$ cat config.mk
export PLATFORM = sky130hd
export DESIGN_NAME = pkt_framer
export DESIGN_NICKNAME = d
export VERILOG_FILES = /design/src/rtl/pkt_framer.sv
export SDC_FILE = /design/constraint.sdc
export NUM_CORES = 1
export LEC_CHECK = 0
export BUFFER_PORTS_ARGS = -buffer_cell sky130_fd_sc_hd__buf_4
export CORE_ASPECT_RATIO = 1.5
export CORE_MARGIN = 5
export CORE_UTILIZATION = 58
export DETAILED_ROUTE_END_ITERATION = 12
export MAX_ROUTING_LAYER = met4
export PLACE_DENSITY = 0.83
export SYNTH_ARGS = -nofsm -noshare
export SYNTH_HDL_FRONTEND = slang
export SYNTH_SLANG_ARGS = --single-unit
$ cat constraint.sdc
create_clock -name clk -period 5 [get_ports clk]
set_clock_uncertainty 0.05 [all_clocks]
set_input_delay 1 -clock clk [delete_from_list [all_inputs] [get_ports clk]]
set_output_delay 1 -clock clk [all_outputs]
set_load 0.03 [all_outputs]
$ cat src/rtl/pkt_framer.sv
// pkt_framer: upstream packet source for the parallel-mux checker stage.
//
// Raw payload words enter through a valid/ready handshake into a 2-entry FIFO.
// Each cycle the FIFO is non-empty, its head is popped and registered onto the
// bus as one framed word: {header, payload, sequence}. The header is all ones
// and the sequence field counts 1..2^WORD_SIZE-1, skipping zero. Per-packet
// fault injection can corrupt the header or skip sequence values, which
// exercises the downstream error paths.
//
// Ports:
//   clk             clock, all logic on the rising edge
//   reset           synchronous, active-low
//   payload_in      raw payload word
//   payload_valid   payload_in is valid this cycle
//   payload_ready   FIFO not full (registered)
//   inject_hdr_err  clear header bit 0 on the packet popped this cycle
//   inject_seq_err  advance the sequence twice for the packet popped this cycle
//   bus_data_out    framed word, held while bus_valid is low
//   bus_valid       bus_data_out carries a new packet this cycle
//   state           FSM state (debug): 0 idle, 1 first, 2 stream, 3 gap
//   pkt_count       packets emitted since reset, wraps at 255
module pkt_framer #(
    parameter int unsigned BUS_SIZE  = 16,
    parameter int unsigned WORD_SIZE = 4,
    parameter int unsigned WORD_NUM  = BUS_SIZE / WORD_SIZE,
    parameter int unsigned PAY_SIZE  = BUS_SIZE - 2 * WORD_SIZE
) (
    input  logic                clk,
    input  logic                reset,
    input  logic [PAY_SIZE-1:0] payload_in,
    input  logic                payload_valid,
    output logic                payload_ready,
    input  logic                inject_hdr_err,
    input  logic                inject_seq_err,
    output logic [BUS_SIZE-1:0] bus_data_out,
    output logic                bus_valid,
    output logic [1:0]          state,
    output logic [7:0]          pkt_count
);

    if (WORD_NUM < 3) begin : g_bad_word_num
        $error("pkt_framer: WORD_NUM must be at least 3");
    end

    typedef enum logic [1:0] {
        StIdle   = 2'd0,
        StFirst  = 2'd1,
        StStream = 2'd2,
        StGap    = 2'd3
    } state_e;

    localparam logic [WORD_SIZE-1:0] HdrOk  = '1;
    localparam logic [WORD_SIZE-1:0] HdrBad = {{(WORD_SIZE - 1){1'b1}}, 1'b0};

    // Sequence advance; the all-ones value wraps to 1 so zero is never used.
    function automatic logic [WORD_SIZE-1:0] seq_inc(input logic [WORD_SIZE-1:0] v);
        return (v == '1) ? WORD_SIZE'(1) : v + 1'b1;
    endfunction

    state_e              state_q;
    logic [PAY_SIZE-1:0] fifo_mem [2];
    logic                wr_ptr_q;
    logic                rd_ptr_q;
    logic [1:0]          count_q;
    logic [1:0]          count_d;
    logic [WORD_SIZE-1:0] next_seq_q;
    logic [WORD_SIZE-1:0] seq_emit;
    logic [WORD_SIZE-1:0] hdr_emit;
    logic                push;
    logic                pop;

    assign push     = payload_valid && payload_ready;
    assign pop      = (count_q != 2'd0);
    assign seq_emit = inject_seq_err ? seq_inc(seq_inc(next_seq_q)) : next_seq_q;
    assign hdr_emit = inject_hdr_err ? HdrBad : HdrOk;
    assign state    = state_q;

    always_comb begin
        count_d = count_q;
        unique case ({push, pop})
            2'b10:   count_d = count_q + 2'd1;
            2'b01:   count_d = count_q - 2'd1;
            default: count_d = count_q;
        endcase
    end

    always_ff @(posedge clk) begin
        if (!reset) begin
            wr_ptr_q      <= 1'b0;
            rd_ptr_q      <= 1'b0;
            count_q       <= 2'd0;
            payload_ready <= 1'b1;
            next_seq_q    <= WORD_SIZE'(1);
            bus_data_out  <= '0;
            bus_valid     <= 1'b0;
            pkt_count     <= 8'd0;
            state_q       <= StIdle;
        end else begin
            if (push) begin
                fifo_mem[wr_ptr_q] <= payload_in;
                wr_ptr_q           <= ~wr_ptr_q;
            end
            count_q       <= count_d;
            payload_ready <= (count_d != 2'd2);
            bus_valid     <= pop;

            if (pop) begin
                rd_ptr_q     <= ~rd_ptr_q;
                bus_data_out <= {hdr_emit, fifo_mem[rd_ptr_q], seq_emit};
                next_seq_q   <= seq_inc(seq_emit);
                pkt_count    <= pkt_count + 8'd1;
            end

            unique case (state_q)
                StIdle:   state_q <= pop ? StFirst : StIdle;
                StFirst,
                StStream,
                StGap:    state_q <= pop ? StStream : StGap;
                default:  state_q <= StIdle;
            endcase
        end
    end

endmodule
==> results by group <==
Status
  – Status: finished clean

Synthesis
  – Synth cell count leaders: dfxtp_1, nor2_1, edfxtp_1, nand2_1
  – Synth Cell Area: 2136 µm²
  – Distinct cells, synth: 42
  – Most common cell in the synthesized netlist: dfxtp_1
  – Number of flops mapped to enable cells by yosys: 16
  – Syn nets: approximately 220
  – Synth top area cells: dfxtp_1, edfxtp_1, nor2_1
  – Post-Syn Instances: 202
  – Syn. warnings: 0
  – Post-synth top area share: approximately a third
  – Avg Cell Area, Syn: 10.57 µm²
  – Post-synth top flop: dfxtp_1
  – Post-synth top area cell: dfxtp_1
  – Ys async rst share: 0%
  – Seq/Total Area, Yosys: 54.36%
  – Post-synthesis register bit count: 50

Power and ir drop
  – Cell leakage power: 0.001009 µW
  – PwrDens: 641.9 nW/µm²
  – Maximum VDD drop: 0.4050 mV

Cells and area
  – P&R area growth vs syn: 16.29%
  – Ant diodes: 0
  – Final Util: slightly below 70%
  – Number of fill cells in the layout: 294
  – Area of the multi-input gates: roughly 870 µm²
  – Sequential cell area: 1161 µm²
  – Fraction of layout cells with a size suffix above 1: 21.70%
  – Final nets: 253

STA
  – Final worst path period share: 53.73%
  – Finish-stage setup viols: 0
  – Final Hold Fails: 0
  – Normalized max-slew margin: 25.16%
  – Worst-Margin Slew: 1.114 ns
  – RSZ-0062 raised after global routing: no
  – Setup TNS: 0 ns
  – Final Max Tran Viols: 0
  – F_max: 372.2 MHz
  – Tmin final: between 2 and 3 ns

Global routing
  – Vias in the first global route: 1503
  – GRT Overall Usage: between 15 and 20%
  – Antenna violations before repair: 0
  – Gr ovfl total: 0
  – Global-route wire length before repair: a little under 7000 µm
  – Largest net degree at the start of global routing: 39

Critical path
  – Crit Path Category: in2reg
  – Startpoint types: input port
  – Critical Path RT: 4.87 ns
  – CP peak stage delay: between 1 and 1.5 ns
  – CP arrival: between 2 and 3 ns
  – CP delay by family, top: simple AND/OR/NAND/NOR gates
  – CP max-delay cell: nor3_1
  – Critical Path Fanout Max: 33
  – Worst-path cell chain: buf_4, inv_1, nor3_1
  – Crit path capture type: register
  – CP bufs+invs: 2

Clock tree
  – Clock slew at reported path FFs: about 0.090 ns
  – H-tree depth: 2
  – Setup Buffers After CTS: 0
  – Hold-fix buffers, CTS: 0
  – CTS sink count: 50
  – CTS buffer count: 5
  – Clock buffer depth: 2
  – CTS tree: yes
  – Gates resized, CTS repair: 0
  – Clock latency on the worst-skew pair: 0.30 ns
  – Root buffer cell: clkbuf_8

Worst hold path
  – Class of the worst hold path: reg2reg

Floorplanning
  – Die area: 5021 µm²
  – Core Region: 3615 µm²
  – DIE WIDTH: 59.55 µm
  – Ports: 41
  – Chip Height: between 80 and 90 µm
  – Initial core utilization: 59.09%
  – Site row count: 27

Routing
  – Via-per-instance ratio: 5.439
  – DRC Markers: 0
  – Initial DRC Count: 42
  – DR WL/cell: about 14 µm
  – Routed WL: between 3000 and 4000 µm
  – Routed Antenna Nets: 0
  – Via count: roughly 1500
  – DRT Pass-1 Iters: 4

Place
  – # port buffers: 40
  – GP Congestion: just over 0.8
  – Post-detail-place hpwl: 2885 µm

Job
  – Max-cap violations: 0
per-stage QoR:
stage	power (µW)	hold slack, ns	setup slack, ns	std cells	cell area, µm²
after floorplan	1209	0.4264	2.658	202	2136
after global placement	1364	0.3987	2.056	270	2402
after detailed placement	1386	0.4078	1.979	270	2402
after CTS	1609	0.4131	2.299	278	2484
after global routing	1711	0.4410	2.139	278	2484
final	1594	0.4116	2.314	278	2484
power by group:
group          leakage, µW  internal [µW]  switching [µW]
clock            0.0000426           96.4             124
combinational     0.000540            306             436
sequential        0.000427            528             103
final cells by class:
cell class / count / area share, %
Sequential cell: 50 / 46.75
Multi-Input combinational cell: 132 / 34.96
Timing Repair Buffer: 40 / 12.09
Clock buffer: 6 / 2.922
Tap cell: 43 / 2.166
Inverter: 5 / 0.7557
Clock inverter: 2 / 0.3526
routing by layer:
layer / part of all wire (%) / global-route usage, %
met2: 53 / 29.65
met5: 0 / -
met4: 2.8 / 7.460
met3: 4.3 / 4.769
met1: 40 / 19.88
placed cells by master (no fill, tap or decap), drive strengths merged, types with 7 or more instances in the layout:
| cell | count |
|---|---|
| a21oi | 11 |
| nand2 | 12 |
| buf | 40 |
| xnor2 | 7 |
| dfxtp | 34 |
| nor2 | 31 |
| edfxtp | 16 |
| a211oi | 11 |
| mux2i | 10 |
flip-flops by register name, summed over array words and instances (netlist names):
| name | flops |
|---|---|
| fifo_mem | 16 |
| bus_data_out | 14 |
| pkt_count | 8 |
| next_seq_q | 4 |
| count_q | 2 |
| state | 2 |
| bus_valid | 1 |
| payload_ready | 1 |
| rd_ptr_q | 1 |
| wr_ptr_q | 1 |
logic make-up (layout without fill, tap and decap cells):
family | Yosys count | in the layout | synth area share (%)
and+or+nand+nor | 61 | 61 | 13.24
muxes | 12 | 12 | 6.093
AOI/OAI and AO/OA | 41 | 41 | 12.89
buffers and inverters | 20 | 53 | 4.978
xor gates and xnor gates | 12 | 12 | 4.921
adders and majority gates | 6 | 6 | 3.515
DFF | 50 | 50 | 54.36
worst paths after layout:
path / endpoint / cells after the start / slack (ns) / start
worst min-delay path: bus_data_out[1] / 2 / 0.41 / bus_data_out[1]
worst min register to register: bus_data_out[1] / 2 / 0.41 / bus_data_out[1]
worst max-delay path: fifo_mem[0][5] / 3 / 2.31 / reset
worst max register to register: next_seq_q[3] / 7 / 2.71 / next_seq_q[0]
worst min-delay path, stage by stage (launching register included):
cell and delay [ns]:
dfxtp_1 0.32, nand2_1 0.05, a21oi_1 0.05
(Power assumes the default switching activity.)
